$ cat src/rtl/dmem_arb_pkg.sv
// Shared types and constants for the data-memory arbiter.
// Holds the FSM state enum, the requester port-ID enum and the legal
// read-latency bounds, plus the width of the latency counter.
package dmem_arb_pkg;

  typedef enum logic {
    ST_IDLE    = 1'b0,
    ST_RD_WAIT = 1'b1
  } arb_state_t;

  typedef enum logic {
    PORT_CPU = 1'b0,
    PORT_DBG = 1'b1
  } port_id_t;

  localparam int unsigned RD_LAT_MIN = 1;
  localparam int unsigned RD_LAT_MAX = 4;

  // Wide enough to hold RD_LAT_MAX.
  localparam int unsigned LAT_CNT_W = 3;

endpackage

$ cat src/rtl/dmem_arb_pick.sv
// Two-input winner selection for the data-memory arbiter.
// Build option: DMEM_ARB_ROUND_ROBIN_EN selects round-robin on ties
// (the port not granted last wins); otherwise CPU has fixed priority.
// Ports:
//   cpu_req, dbg_req  in   pending requests
//   last_win          in   previous winner (round-robin build only)
//   any_req_c         out  at least one request pending
//   win_c             out  selected port (valid when any_req_c)
module dmem_arb_pick
  import dmem_arb_pkg::*;
(
  input  logic     cpu_req,
  input  logic     dbg_req,
`ifdef DMEM_ARB_ROUND_ROBIN_EN
  input  port_id_t last_win,
`endif
  output logic     any_req_c,
  output port_id_t win_c
);

  // Tie handling is the only thing the build option changes.
  always_comb begin
    any_req_c = cpu_req | dbg_req;
    win_c     = PORT_CPU;
    if (cpu_req && dbg_req) begin
`ifdef DMEM_ARB_ROUND_ROBIN_EN
      win_c = (last_win == PORT_CPU) ? PORT_DBG : PORT_CPU;
`else
      win_c = PORT_CPU;
`endif
    end else if (dbg_req) begin
      win_c = PORT_DBG;
    end
  end

endmodule

$ cat src/rtl/dmem_arbiter.sv
// Two-port (CPU / debug loader) arbiter in front of a single data memory.
// Grants are combinational in the request cycle; writes finish in the
// grant cycle, reads wait RD_LAT cycles and return data to the owner.
// Build option: DMEM_ARB_ROUND_ROBIN_EN (round-robin ties, else CPU wins).
// Ports:
//   clk, rst                    clock, synchronous active-low reset
//   cpu_*/dbg_* req,we,addr,wdata,wstrb  requester commands
//   cpu_*/dbg_* gnt,rvalid,rdata         requester responses
//   mem_en,mem_we,mem_addr,mem_wdata,mem_wstrb  memory command
//   mem_rdata                   memory read data, RD_LAT after mem_en
module dmem_arbiter
  import dmem_arb_pkg::*;
#(
  parameter int unsigned ADDR_W = 32,
  parameter int unsigned DATA_W = 32,
  parameter int unsigned RD_LAT = 1
) (
  input  logic                clk,
  input  logic                rst,
  input  logic                cpu_req,
  input  logic                cpu_we,
  input  logic [ADDR_W-1:0]   cpu_addr,
  input  logic [DATA_W-1:0]   cpu_wdata,
  input  logic [DATA_W/8-1:0] cpu_wstrb,
  output logic                cpu_gnt,
  output logic                cpu_rvalid,
  output logic [DATA_W-1:0]   cpu_rdata,
  input  logic                dbg_req,
  input  logic                dbg_we,
  input  logic [ADDR_W-1:0]   dbg_addr,
  input  logic [DATA_W-1:0]   dbg_wdata,
  input  logic [DATA_W/8-1:0] dbg_wstrb,
  output logic                dbg_gnt,
  output logic                dbg_rvalid,
  output logic [DATA_W-1:0]   dbg_rdata,
  output logic                mem_en,
  output logic                mem_we,
  output logic [ADDR_W-1:0]   mem_addr,
  output logic [DATA_W-1:0]   mem_wdata,
  output logic [DATA_W/8-1:0] mem_wstrb,
  input  logic [DATA_W-1:0]   mem_rdata
);

  localparam int unsigned STRB_W = DATA_W / 8;

  arb_state_t           state, state_nxt;
  logic [LAT_CNT_W-1:0] cnt, cnt_nxt;
  port_id_t             owner, owner_nxt;
  logic [DATA_W-1:0]    cpu_rdata_q, dbg_rdata_q;
  logic                 any_req_c;
  port_id_t             win_c;
  logic                 done_c;
  logic                 open_c;
  logic                 grant_c;

`ifdef DMEM_ARB_ROUND_ROBIN_EN
  port_id_t             last_win;
`endif

  dmem_arb_pick u_pick (
    .cpu_req   (cpu_req),
    .dbg_req   (dbg_req),
`ifdef DMEM_ARB_ROUND_ROBIN_EN
    .last_win  (last_win),
`endif
    .any_req_c (any_req_c),
    .win_c     (win_c)
  );

  // Read data is forwarded in the rvalid cycle and held afterwards.
  assign cpu_rdata = cpu_rvalid ? mem_rdata : cpu_rdata_q;
  assign dbg_rdata = dbg_rvalid ? mem_rdata : dbg_rdata_q;

  // Next state, grant and memory command. The last RD_WAIT cycle doubles
  // as an IDLE slot so back-to-back reads sustain one per RD_LAT cycles.
  // Everything is gated by rst so a reset cycle issues nothing.
  always_comb begin
    state_nxt  = state;
    cnt_nxt    = cnt;
    owner_nxt  = owner;
    cpu_gnt    = 1'b0;
    dbg_gnt    = 1'b0;
    cpu_rvalid = 1'b0;
    dbg_rvalid = 1'b0;
    mem_en     = 1'b0;
    mem_we     = 1'b0;
    mem_addr   = '0;
    mem_wdata  = '0;
    mem_wstrb  = '0;

    done_c  = rst && (state == ST_RD_WAIT) && (cnt == LAT_CNT_W'(1));
    open_c  = rst && ((state == ST_IDLE) || done_c);
    grant_c = open_c && any_req_c;

    if (done_c) begin
      cpu_rvalid = (owner == PORT_CPU);
      dbg_rvalid = (owner == PORT_DBG);
      state_nxt  = ST_IDLE;
      cnt_nxt    = '0;
    end else if (state == ST_RD_WAIT) begin
      cnt_nxt = cnt - LAT_CNT_W'(1);
    end

    if (grant_c) begin
      mem_en = 1'b1;
      if (win_c == PORT_CPU) begin
        cpu_gnt   = 1'b1;
        mem_we    = cpu_we;
        mem_addr  = cpu_addr;
        mem_wdata = cpu_wdata;
        mem_wstrb = cpu_wstrb;
      end else begin
        dbg_gnt   = 1'b1;
        mem_we    = dbg_we;
        mem_addr  = dbg_addr;
        mem_wdata = dbg_wdata;
        mem_wstrb = dbg_wstrb;
      end
      if (!mem_we) begin
        state_nxt = ST_RD_WAIT;
        cnt_nxt   = LAT_CNT_W'(RD_LAT);
        owner_nxt = win_c;
      end
    end
  end

  // State, counter, owner and held read data.
  always_ff @(posedge clk) begin
    if (!rst) begin
      state       <= ST_IDLE;
      cnt         <= '0;
      owner       <= PORT_CPU;
      cpu_rdata_q <= '0;
      dbg_rdata_q <= '0;
    end else begin
      state <= state_nxt;
      cnt   <= cnt_nxt;
      owner <= owner_nxt;
      if (cpu_rvalid) begin
        cpu_rdata_q <= mem_rdata;
      end
      if (dbg_rvalid) begin
        dbg_rdata_q <= mem_rdata;
      end
    end
  end

`ifdef DMEM_ARB_ROUND_ROBIN_EN
  // Last winner; reset to dbg so the CPU wins the first tie.
  always_ff @(posedge clk) begin
    if (!rst) begin
      last_win <= PORT_DBG;
    end else if (grant_c) begin
      last_win <= win_c;
    end
  end
`endif

  // STRB_W documents the strobe width relation used in the port list.
  logic unused_strb_w;
  assign unused_strb_w = (STRB_W == DATA_W / 8);

endmodule

$ cat config.mk
export PLATFORM = sky130hd
export DESIGN_NAME = dmem_arbiter
export DESIGN_NICKNAME = d
export VERILOG_FILES = /design/src/rtl/dmem_arb_pkg.sv /design/src/rtl/dmem_arb_pick.sv /design/src/rtl/dmem_arbiter.sv
export SDC_FILE = /design/constraint.sdc
export NUM_CORES = 1
export LEC_CHECK = 0
export CAP_MARGIN = 5
export CELL_PAD_IN_SITES_DETAIL_PLACEMENT = 1
export CELL_PAD_IN_SITES_GLOBAL_PLACEMENT = 2
export CORE_MARGIN = 3
export CORE_UTILIZATION = 19
export DETAILED_ROUTE_END_ITERATION = 6
export PLACE_DENSITY_LB_ADDON = 0.1
export SYNTH_ARGS = -nofsm -noshare
export SYNTH_HDL_FRONTEND = slang
export SYNTH_SLANG_ARGS = --single-unit
export TNS_END_PERCENT = 10
$ cat constraint.sdc
create_clock -name clk -period 4.4 [get_ports clk]
set_clock_uncertainty 0.2 [all_clocks]
set_input_delay 0.44 -clock clk [delete_from_list [all_inputs] [get_ports clk]]
set_output_delay 0.44 -clock clk [all_outputs]
set_load 0.05 [all_outputs]
==> flow_metrics.py <==
metrics = {
    "run_status": {
        "run_status": "finished clean",
    },
    "synthesis": {
        "post_synth_fa_ha_maj_area_fraction_pct": 0.666,
        "synth-compound-area-share_pct": 16.7,
        "postSynthAreaPerCell_um2": 11.5,
        "yosysUniqueCellTypes": 28,
        "async_reset_ff_share_pct": 0,
        "dominantRegCellSynth": "dfxtp_1",
        "total_of_flip_flops_plus_latches_after_synthesis": 69,
        "synth_edf_count": 0,
        "post_synth_instance_area_mm2": 0.00376,
        "post_synth_inst_count": 327,
        "synth_fp_nets": 503,
        "post_synth_simple_gate_area_pct": 13.9,
        "synth.top_cells.by_area": "dfxtp_1, mux2_4, a22o_1",
        "portion_of_the_post_synthesis_area_used_by_sequential_elements_pct": 36.8,
        "synth_common_cells": "dfxtp_1, a22o_1, and2_1",
        "synth.mux.area_fraction_pct": 25.5,
        "post_synth_xor_area_fraction_pct": 0.466,
        "yosys_warnings": 0,
        "cell_accounting_for_the_most_synthesized_area": "dfxtp_1",
        "netlist.area_leader.share_pct": 36.8,
        "synthMostInstantiatedCell": "dfxtp_1",
        "synth_top_family_by_area": "multiplexers",
    },
    "drt": {
        "route.vias.total": 3711,
        "drt.antenna.violating_nets": 0,
        "drt-initial-drc-count": 107,
        "drc_viols": 0,
        "post_drt_wl_per_cell_um": 20.0,
        "routed_wl_um": 17800,
        "detail_route.first_pass.iterations": 4,
        "routed_via_density": 4.17,
    },
    "sta": {
        "hold_slack_ns": 0.324,
        "setup_slack_ns": 0.574,
        "finalCritPeriodShare_pct": 87.0,
        "max_slew_margin_pct": 39.8,
        "rsz0062_at_grt": "false",
        "report.final.slew_viol_count": 0,
        "maxClockFrequency_mhz": 261,
        "finalHoldViolCount": 0,
        "totalNegativeSetupSlack_ns": 0,
        "fin_crit_ns": 3.83,
        "final-setup-viol-count": 0,
        "tightest_slew_ns": 0.903,
    },
    "cts": {
        "clk_pin_slew_worst_paths_ns": 0.05,
        "insertion_delay_ns": 0.33,
        "root_buffer_master": "clkbuf_16",
        "post_cts_buffers": 0,
        "cts.repair.resized": 0,
        "tritoncts": "yes",
        "tritoncts.num_buffers": 9,
        "hold_buffers": 0,
        "tritoncts_num_sinks": 69,
        "cts-root-to-sink-buffers": 2,
        "h_tree_depth": 3,
    },
    "worst_setup_path": {
        "launch_instance_of_the_worst_register_to_register_path": "state",
        "crit_fanout": 43,
        "timing.rr.end": "dbg_rdata_q[10]",
        "critical-path-slowest-cell": "clkdlybuf4s50_1",
        "worst_reg2reg_setup_slack_ns": 1.97,
        "path_buf_inv": 3,
        "worst_ep_arrival_time_ns": 3.19,
        "worst_path_largest_cell_delay_ns": 0.81,
        "timing.setup.critical_path_class": "reg -> out",
        "start_kind": "flip-flop",
        "worstPathRequired_ns": 3.76,
        "crit_path_leading_delay_family": "buffers and inverters",
        "critical_path.endpoint_type": "primary output",
        "reg2regPathDepth": 4,
        "path_cells": "inv_1 > ha_1 > nand2b_1 > a21boi_1 > and2_2 > buf_12 > a22o_1 > clkdlybuf4s50_1",
    },
    "layout": {
        "final_std_cell_area_no_fill_mm2": 0.00739,
        "post-route-util_pct": 38.7,
        "nets": 801,
        "combined_area_of_the_multi_input_logic_cells_mm2": 0.00215,
        "final_layout_size_suffix_gt1_share_pct": 17.0,
        "num-fill-cells": 2126,
        "n_diodes": 0,
        "signed_area_change_from_the_synthesized_netlist_to_the_final_layout_pct": 96.6,
        "layout.area.seq_mm2": 0.00138,
    },
    "grt": {
        "first_pass_grt_wire_length_um": 26300,
        "initial_antenna_violation_count": 1,
        "grt_max_degree": 70,
        "grt.total_usage_pct": 16.0,
        "grt_pass1_vias": 3952,
        "grt_overflow": 0,
    },
    "worst_hold_path": {
        "worst_hold_path.endpoint": "owner",
        "tightest_hold_check_type": "reg -> reg",
        "min_delay_path_depth": 2,
        "worst_hold_startpoint": "owner",
    },
    "power_and_ir_drop": {
        "p_per_area_mw_per_mm2": 318,
        "power.ir.vdd_worst_mv": 0.219,
        "cellLeakagePower_nw": 2.98,
    },
    "die": {
        "initial_util_pct": 19.7,
        "floorplan.io_pins": 312,
        "fp.dieW_um": 147,
        "die_h_um": 147,
        "fp.dieArea_mm2": 0.0215,
        "num_rows": 50,
        "floorplan.core_area_mm2": 0.0191,
    },
    "placed_design": {
        "routabilityCongestion": 0.734,
        "place.port_buffers": 311,
        "dpl_worst_slack_ns": 0.751,
        "dp_hpwl_um": 14100,
        "place_area_mm2": 0.00704,
    },
    "flow_run": {
        "max-cap-violations": 0,
    },
}
[worst max path at each step]
| stage | from | end | slack, ns | cells past startpoint |
|---|---|---|---|---|
| 2_1_floorplan | cnt[0] | mem_we | 1.40 | 4 |
| 5_1_grt | cnt[1] | mem_addr[12] | 0.35 | 8 |
| 3_3_place_gp | rst | mem_addr[12] | 0.77 | 6 |
| 4_1_cts | cnt[1] | mem_addr[12] | 0.54 | 8 |
| 3_5_place_dp | rst | mem_addr[12] | 0.75 | 6 |
| 6_report | cnt[1] | mem_addr[12] | 0.57 | 8 |
[per-layer routing]
layer	track usage [%]	vias up	share of wire, %
li1	-	1773	-
met2	28.1	166	50
met5	0	-	0.056
met1	18.6	1752	40
met4	4.52	2	1.7
met3	5.00	18	8.1
[power by group]
group          leakage (nW)  internal [mW]  total [mW]  switching, mW
registers             0.557          0.645       0.657         0.0116
clock network         0.170          0.571       0.853          0.282
logic                  2.25          0.369       0.839          0.470
total                  2.98           1.59        2.35          0.763
[cells by family (layout without fill, tap and decap cells)]
logic type | after synthesis | in the layout
AND/OR/NAND/NOR | 80 | 80
AO/OA/AOI/OAI | 74 | 74
flip-flops | 69 | 69
multiplexers | 66 | 66
buffers and inverters | 34 | 337
adder cells (fa/ha/maj) | 2 | 2
XOR/XNOR | 2 | 2
[sequential cells by signal, summed over array words and instances, names as in the netlist]
signal       cells
state            1
cpu_rdata_q     32
owner            1
dbg_rdata_q     32
cnt              3
[stage by stage]
| stage | total power, mW | instances |
|---|---|---|
| after global routing | 2.44 | 890 |
| after floorplan | 1.15 | 327 |
| after CTS | 2.39 | 890 |
| final | 2.35 | 890 |
| after global placement | 1.51 | 874 |
| after detailed placement | 1.52 | 874 |
[placed cells by master (no fill, tap or decap), types with 3 or more instances in the layout]
| cell | n |
|---|---|
| bufinv_16 | 3 |
| buf_4 | 12 |
| a22o_1 | 68 |
| inv_1 | 4 |
| nand2_1 | 6 |
| buf_12 | 3 |
| mux2_4 | 58 |
| clkdlybuf4s50_1 | 300 |
| and2_2 | 8 |
| clkbuf_16 | 9 |
| dfxtp_1 | 69 |
| mux2_2 | 6 |
| o21ai_0 | 3 |
| and2_1 | 58 |
[tightest hold or removal path: stages, from the launching register on]
cell	delay, ns
dfxtp_1	0.35
nand2_1	0.07
o22ai_1	0.06
[cell type report]
class,instances,share of cell area [%]
multi-input combinational,224,29.1
inverter,5,0.254
tap,260,4.40
sequential,69,18.7
clock buffer,11,3.29
clock inverter,5,1.46
timing repair buffer,316,42.8
Power figures use the tool's default switching activity.
